## config.mk

```make
export PLATFORM = sky130hd
export DESIGN_NAME = fetch_stage_flat
export DESIGN_NICKNAME = d
export VERILOG_FILES = /design/src/rtl/fetch_stage_if.sv /design/src/rtl/fetch_stage.sv /design/src/flat_wrapper.sv
export SDC_FILE = /design/constraint.sdc
export NUM_CORES = 1
export LEC_CHECK = 0
export CORE_MARGIN = 1.5
export CORE_UTILIZATION = 50
export DETAILED_ROUTE_END_ITERATION = 8
export PLACE_DENSITY = 0.8
export SYNTH_ARGS = -nofsm -noshare
export SYNTH_HDL_FRONTEND = slang
export SYNTH_SLANG_ARGS = --single-unit
```

## constraint.sdc

```tcl
create_clock -name clk -period 2.3 [get_ports clk]
set_input_delay 0.46 -clock clk [delete_from_list [all_inputs] [get_ports clk]]
set_output_delay 0.46 -clock clk [all_outputs]
set_load 0.01 [all_outputs]
```

## src/rtl/fetch_stage_if.sv

```systemverilog
// Instruction-memory request/response bus between the fetch stage and imem.
//   adr   : fetch address, held stable from request until ready
//   req   : fetch request
//   data  : instruction word, valid when ready=1
//   ready : memory completes the current request this cycle
// modport master = fetch stage, modport slave = instruction memory.
interface fetch_stage_if #(
  parameter int PC_WIDTH    = 8,
  parameter int INSTR_WIDTH = 16
);
  logic [PC_WIDTH-1:0]    adr;
  logic                   req;
  logic [INSTR_WIDTH-1:0] data;
  logic                   ready;

  modport master (output adr, output req, input data, input ready);
  modport slave  (input adr, input req, output data, output ready);
endinterface

```

## src/rtl/fetch_stage.sv

```systemverilog
// Instruction-fetch front end: owns the PC and the IF/ID pipeline register.
// Absorbs variable imem latency with a WAIT state and keeps a one-entry HOLD
// buffer for an instruction that arrives while the pipeline is stalled.
// Ports:
//   clk, reset            : clock, asynchronous active-high reset
//   stall_f, stall_d      : hazard unit freezes for PC and IF/ID
//   flush_d               : load a bubble into IF/ID
//   PC_source, branch_target : taken branch/jump and its target
//   imem (master)         : instruction memory req/ready bus
//   instr_d, PC_plus1_d, valid_d : IF/ID register contents
//   fetch_busy            : high while waiting on memory
// Optional: define FETCH_PERF_CNT_EN to add the wait_cycles and
// redirect_cnt saturating counters as outputs.
module fetch_stage #(
  parameter int                  PC_WIDTH    = 8,
  parameter int                  INSTR_WIDTH = 16,
  parameter logic [PC_WIDTH-1:0] RESET_PC    = '0
) (
  input  logic                   clk,
  input  logic                   reset,
  input  logic                   stall_f,
  input  logic                   stall_d,
  input  logic                   flush_d,
  input  logic                   PC_source,
  input  logic [PC_WIDTH-1:0]    branch_target,
  fetch_stage_if.master          imem,
  output logic [INSTR_WIDTH-1:0] instr_d,
  output logic [PC_WIDTH-1:0]    PC_plus1_d,
  output logic                   valid_d,
  output logic                   fetch_busy
`ifdef FETCH_PERF_CNT_EN
  ,
  output logic [15:0]            wait_cycles,
  output logic [15:0]            redirect_cnt
`endif
);

  localparam logic [1:0] S_FETCH = 2'd0;
  localparam logic [1:0] S_WAIT  = 2'd1;
  localparam logic [1:0] S_HOLD  = 2'd2;

  logic [1:0]             state_q, state_d;
  logic [PC_WIDTH-1:0]    pc_q, pc_d;
  logic                   pend_q, pend_d;
  logic [PC_WIDTH-1:0]    redir_q, redir_d;
  logic [INSTR_WIDTH-1:0] hold_instr_q, hold_instr_d;
  logic [INSTR_WIDTH-1:0] ifid_instr_q, ifid_instr_d;
  logic [PC_WIDTH-1:0]    ifid_p1_q, ifid_p1_d;
  logic                   ifid_vld_q, ifid_vld_d;

  logic                   stall, mem_done, drop, avail;
  logic [INSTR_WIDTH-1:0] avail_instr;
  logic [PC_WIDTH-1:0]    pc_inc;

  // While in HOLD, pc_q still points at the buffered instruction, so the
  // buffer only needs the instruction word itself.
  always_comb begin
    stall       = stall_f | stall_d;
    mem_done    = (state_q != S_HOLD) && imem.ready;
    drop        = mem_done && pend_q;             // data for an abandoned address
    avail       = (state_q == S_HOLD) || (mem_done && !pend_q);
    avail_instr = (state_q == S_HOLD) ? hold_instr_q : imem.data;
    pc_inc      = pc_q + PC_WIDTH'(1);            // wraps modulo 2^PC_WIDTH
  end

  always_comb begin
    state_d      = state_q;
    pc_d         = pc_q;
    pend_d       = pend_q;
    redir_d      = redir_q;
    hold_instr_d = hold_instr_q;
    if (drop) begin
      // A redirect arriving together with the completion wins over the latched one.
      pc_d    = PC_source ? branch_target : redir_q;
      pend_d  = 1'b0;
      state_d = S_FETCH;
    end else if (PC_source) begin
      if (state_q == S_WAIT && !imem.ready) begin
        // Address must stay stable until memory answers: defer the redirect.
        redir_d = branch_target;
        pend_d  = 1'b1;
      end else begin
        pc_d    = branch_target;
        state_d = S_FETCH;
      end
    end else if (avail) begin
      if (!stall) begin
        pc_d    = pc_inc;
        state_d = S_FETCH;
      end else if (state_q != S_HOLD) begin
        hold_instr_d = imem.data;
        state_d      = S_HOLD;
      end
    end else begin
      state_d = S_WAIT;
    end
  end

  always_comb begin
    ifid_instr_d = ifid_instr_q;
    ifid_p1_d    = ifid_p1_q;
    ifid_vld_d   = ifid_vld_q;
    if (flush_d) begin
      ifid_vld_d = 1'b0;
    end else if (stall_d) begin
      ifid_vld_d = ifid_vld_q;
    end else if (avail && !stall && !PC_source) begin
      ifid_instr_d = avail_instr;
      ifid_p1_d    = pc_inc;
      ifid_vld_d   = 1'b1;
    end else begin
      ifid_vld_d = 1'b0;
    end
  end

  always_ff @(posedge clk or posedge reset) begin
    if (reset) begin
      state_q      <= S_FETCH;
      pc_q         <= RESET_PC;
      pend_q       <= 1'b0;
      redir_q      <= '0;
      hold_instr_q <= '0;
      ifid_instr_q <= '0;
      ifid_p1_q    <= '0;
      ifid_vld_q   <= 1'b0;
    end else begin
      state_q      <= state_d;
      pc_q         <= pc_d;
      pend_q       <= pend_d;
      redir_q      <= redir_d;
      hold_instr_q <= hold_instr_d;
      ifid_instr_q <= ifid_instr_d;
      ifid_p1_q    <= ifid_p1_d;
      ifid_vld_q   <= ifid_vld_d;
    end
  end

  assign imem.adr   = pc_q;
  assign imem.req   = !reset && (state_q != S_HOLD);
  assign fetch_busy = (state_q == S_WAIT);
  assign instr_d    = ifid_instr_q;
  assign PC_plus1_d = ifid_p1_q;
  assign valid_d    = ifid_vld_q;

`ifdef FETCH_PERF_CNT_EN
  logic [15:0] wait_cnt_q, wait_cnt_d;
  logic [15:0] redir_cnt_q, redir_cnt_d;

  always_comb begin
    wait_cnt_d  = wait_cnt_q;
    redir_cnt_d = redir_cnt_q;
    if (state_q == S_WAIT && wait_cnt_q != 16'hFFFF) wait_cnt_d = wait_cnt_q + 16'd1;
    if (PC_source && redir_cnt_q != 16'hFFFF)        redir_cnt_d = redir_cnt_q + 16'd1;
  end

  always_ff @(posedge clk or posedge reset) begin
    if (reset) begin
      wait_cnt_q  <= '0;
      redir_cnt_q <= '0;
    end else begin
      wait_cnt_q  <= wait_cnt_d;
      redir_cnt_q <= redir_cnt_d;
    end
  end

  assign wait_cycles  = wait_cnt_q;
  assign redirect_cnt = redir_cnt_q;
`endif

endmodule

```

## src/flat_wrapper.sv

```systemverilog
// flat-port wrapper written by rule: the top's interface ports become plain ports
module fetch_stage_flat 
#(
  parameter int                  PC_WIDTH    = 8,
  parameter int                  INSTR_WIDTH = 16,
  parameter logic [PC_WIDTH-1:0] RESET_PC    = '0
)
  (clk, reset, stall_f, stall_d, flush_d, PC_source, branch_target, instr_d, PC_plus1_d, valid_d, fetch_busy, imem_adr, imem_req, imem_data, imem_ready);
  fetch_stage_if #(.PC_WIDTH(PC_WIDTH), .INSTR_WIDTH(INSTR_WIDTH)) imem_i ();
  input  logic clk;
  input  logic reset;
  input  logic stall_f;
  input  logic stall_d;
  input  logic flush_d;
  input  logic PC_source;
  input  logic [PC_WIDTH-1:0] branch_target;
  output logic [INSTR_WIDTH-1:0] instr_d;
  output logic [PC_WIDTH-1:0] PC_plus1_d;
  output logic valid_d;
  output logic fetch_busy;
  output wire logic [$bits(imem_i.adr)-1:0] imem_adr;
  output wire logic [$bits(imem_i.req)-1:0] imem_req;
  input wire logic [$bits(imem_i.data)-1:0] imem_data;
  input wire logic [$bits(imem_i.ready)-1:0] imem_ready;
  assign imem_adr = imem_i.adr;
  assign imem_req = imem_i.req;
  assign imem_i.data = imem_data;
  assign imem_i.ready = imem_ready;
  fetch_stage #(.PC_WIDTH(PC_WIDTH), .INSTR_WIDTH(INSTR_WIDTH), .RESET_PC(RESET_PC)) u_core (.clk(clk), .reset(reset), .stall_f(stall_f), .stall_d(stall_d), .flush_d(flush_d), .PC_source(PC_source), .branch_target(branch_target), .imem(imem_i), .instr_d(instr_d), .PC_plus1_d(PC_plus1_d), .valid_d(valid_d), .fetch_busy(fetch_busy));
endmodule
```

==> key figures <==
Status
  • Status: finished, final reports clean

Critical path
  • R2R Path Start: u_core.state_q[0]
  • Crit-path slowest cell: clkdlybuf4s50_1
  • Worst Reg2Reg Path Length in Cells: 5
  • WP data arrival: 1550 ps
  • Max FO, Critical Path: 4
  • Sum of buffers and inverters on the critical path: 1
  • Startpoint Class: flop
  • Worst path max stage delay: 540 ps
  • CP Capture Type: output port
  • Crit Reg-Reg Endpoint: u_core.hold_instr_q[4]
  • Worst Path Required: 1840 ps
  • Crit path kind: flop to output port
  • Crit path cell chain: nor2b_1 > nor2_1 > clkdlybuf4s50_1
  • Cell family with most CP delay: buffers and inverters
  • R2r setup slk: 470 ps

Routing
  • 1st-iter DRT viols: 168
  • Wire per inst: 15.9 um
  • DRT antenna net count: 0
  • WL final: 6390 um
  • Via count: 2,209
  • DRC: 0
  • DRT Pass-1 Iters: 4
  • Vias/cell: 5.48

Yosys
  • Syn_area_per_cell: 11.2 um^2
  • Sequential share of the synthesized area: 53.4%
  • Synth Flop Type: dfrtp_1
  • Synth async-reset ratio: 100%
  • Synthesized instance count: 251
  • Synthesized net count: 283
  • Post-Syn Area: 2810 um^2
  • Yosys Warn Count: 0
  • Yosys reg bits: 60
  • Number of flops mapped to enable cells by yosys: 0
  • Synth cell types: 42

Die
  • Die Ht: 78.0 um
  • Rows: 27
  • Initial Utilization: 51.4%
  • Die area: 6090 um^2
  • Chip width: 78.0 um
  • Core area: 5470 um^2
  • # IOs: 66

Final layout
  • Multi-input combinational cell area: 1220 um^2
  • Number of inserted diodes: 0
  • Commonest cells after routing, fill and taps aside: clkdlybuf4s50_1, dfrtp_1, nand2_1
  • Final cell count without fillers: 403
  • Synth-to-Final Area Change: 35.2%
  • Share of layout cells above drive strength 1: 18.4%
  • FF+latch area: 1500 um^2
  • Fin nets: 358
  • FILL cells: 421
  • Post-Layout Inst Area: 3800 um^2
  • Most common cell after layout, fill and taps aside: clkdlybuf4s50_1

Pwr
  • Power Dens Cells: 940 nW/um^2
  • Cell Int Power: 0.00250 W
  • Switching Fraction: 30.2%
  • Sequential share of power: 43.5%
  • Clock Power Share: 26.8%
  • Switching power: 0.00108 W
  • Comb pwr share: 29.7%
  • LEAKAGE: 1.70 nW
  • Peak VDD IR: 389 uV

CTS
  • Clk slew on worst S/H paths: 70 ps
  • Later-pin clock latency in the skew report: 340 ps
  • Clock sink count: 60
  • Resized Gates After CTS: 0
  • Htree depth: 3
  • CTS Buffer Depth: 2
  • Number of CTS-inserted buffers: 9
  • CTS Hold Bufs: 0
  • CTS root buffer: clkbuf_8
  • TritonCTS clock tree: done
  • Post-CTS Setup Bufs: 0

STA
  • Worst hold slack: 477 ps
  • Fraction of the cycle the final worst path needs: 87.4%
  • Final setup TNS: 0 ps
  • Fmax: 497 MHz
  • Final Slew Violations: 0
  • Unrepaired setup endpoints after global routing: false
  • Worst clock skew: 6.79 ps
  • Final hold vios: 0
  • Slew margin rel.: 68.4%
  • Min Tclk post-route: 2010 ps
  • Worst-margin pin slew: 473 ps
  • Setup Viol. Count Final: 0

GRT
  • Vias in the first global route: 2,228
  • Initial antenna violation count: 0
  • Largest net degree at the start of global routing: 25
  • First-pass GRT wire length: 10,900 um
  • Gr usage total: 23.4%
  • GRT overflow: 0

Placement
  • DP Cell Count: 387
  • Detailed Place HPWL: 4520 um
  • PortBufs: 65
  • Post-place instance area: 3600 um^2
  • Routability Congestion: 0.881

Min path
  • Hold Crit Start: u_core.PC_plus1_d[3]
  • Hold EP: u_core.PC_plus1_d[3]
  • Worst hold path cell count: 2
  • Hold Crit Class: flop to flop

Job
  • Number of max-cap violations: 0
[state kept, by name, summed over array words and instances, names as in the netlist]
name                 flops
u_core.pend_q            1
u_core.imem.adr          8
u_core.PC_plus1_d        8
u_core.valid_d           1
u_core.state_q           2
u_core.redir_q           8
u_core.hold_instr_q     16
u_core.instr_d          16
[layer usage]
layer | track usage (%) | wire, um | up-vias
met5 | 0 | 0 | -
met4 | 11.8 | 143 | 0
met3 | 3.84 | 335 | 12
met2 | 34.9 | 3050 | 85
met1 | 33.2 | 2870 | 1060
li1 | - | - | 1052
[cells in the mapped netlist (2+ instances only)]
master,n,area share (%)
nor2b_1,4,0.89
a31oi_1,2,0.44
mux2_2,25,10
a21oi_1,4,0.71
mux2i_1,18,6.4
nor2_1,5,0.67
a32oi_1,2,0.62
and3_1,7,1.6
xnor2_1,6,1.9
buf_4,2,0.53
nor3_1,2,0.36
o21ai_1,2,0.36
o211ai_1,5,1.3
inv_1,6,0.80
dfrtp_1,60,53
nand2_1,33,4.4
clkbuf_1,5,0.67
a32o_1,3,1.1
nand3_1,3,0.53
o21ai_0,31,5.5
buf_2,5,0.89
[worst max-delay path by stage]
stage / end / slack (ps) / start / cells after the start
final: imem_req / 290 / u_core.state_q[1] / 3
after global routing: imem_req / 220 / u_core.state_q[1] / 3
after CTS: imem_req / 270 / u_core.state_q[1] / 3
after detailed placement: u_core.imem.adr[0] / 140 / PC_source / 7
after global placement: u_core.imem.adr[5] / 160 / PC_source / 7
after floorplan: u_core.PC_plus1_d[0] / 360 / reset / 1
[layout make-up]
cell class	instances	area share, %
tap	72	2.37
multi-input combinational	172	32.2
clock buffer	10	3.62
inverter	6	0.592
clock inverter	6	1.68
timing repair buffer	77	20.1
sequential	60	39.5
[cell families after synthesis]
logic type / after synthesis / share of synthesized area [%]
multiplexers: 43 / 16.4
flip-flops: 60 / 53.4
XOR/XNOR: 6 / 1.87
buffers and inverters: 19 / 3.29
adder cells (fa/ha/maj): 1 / 0.445
AND/OR/NAND/NOR: 62 / 11.3
AO/OA/AOI/OAI: 60 / 13.3
[tightest hold or removal path, cell delays in order (launching register included)]
cell and delay (ps):
dfrtp_1 340, nand2_1 40, o21ai_0 60
[power by group through the flow]
| stage | logic (W) | clock network (W) | registers, W |
|---|---|---|---|
| global route | 0.00116 | 0.00102 | 0.00160 |
| finish | 0.00106 | 0.000958 | 0.00156 |
| detailed placement | 0.00107 | 0 | 0.00158 |
| floorplan | 0.000462 | 0 | 0.00161 |
| global placement | 0.00104 | 0 | 0.00156 |
| CTS | 0.00107 | 0.000978 | 0.00156 |
[metrics by stage]
stage	setup slack, ps	utilization, %	power [W]
global route	217	69.5	0.00378
finish	289	69.5	0.00358
global placement	161	65.8	0.00260
floorplan	355	-	0.00207
detailed placement	137	65.8	0.00264
CTS	266	69.5	0.00361
(Power assumes the default switching activity.)
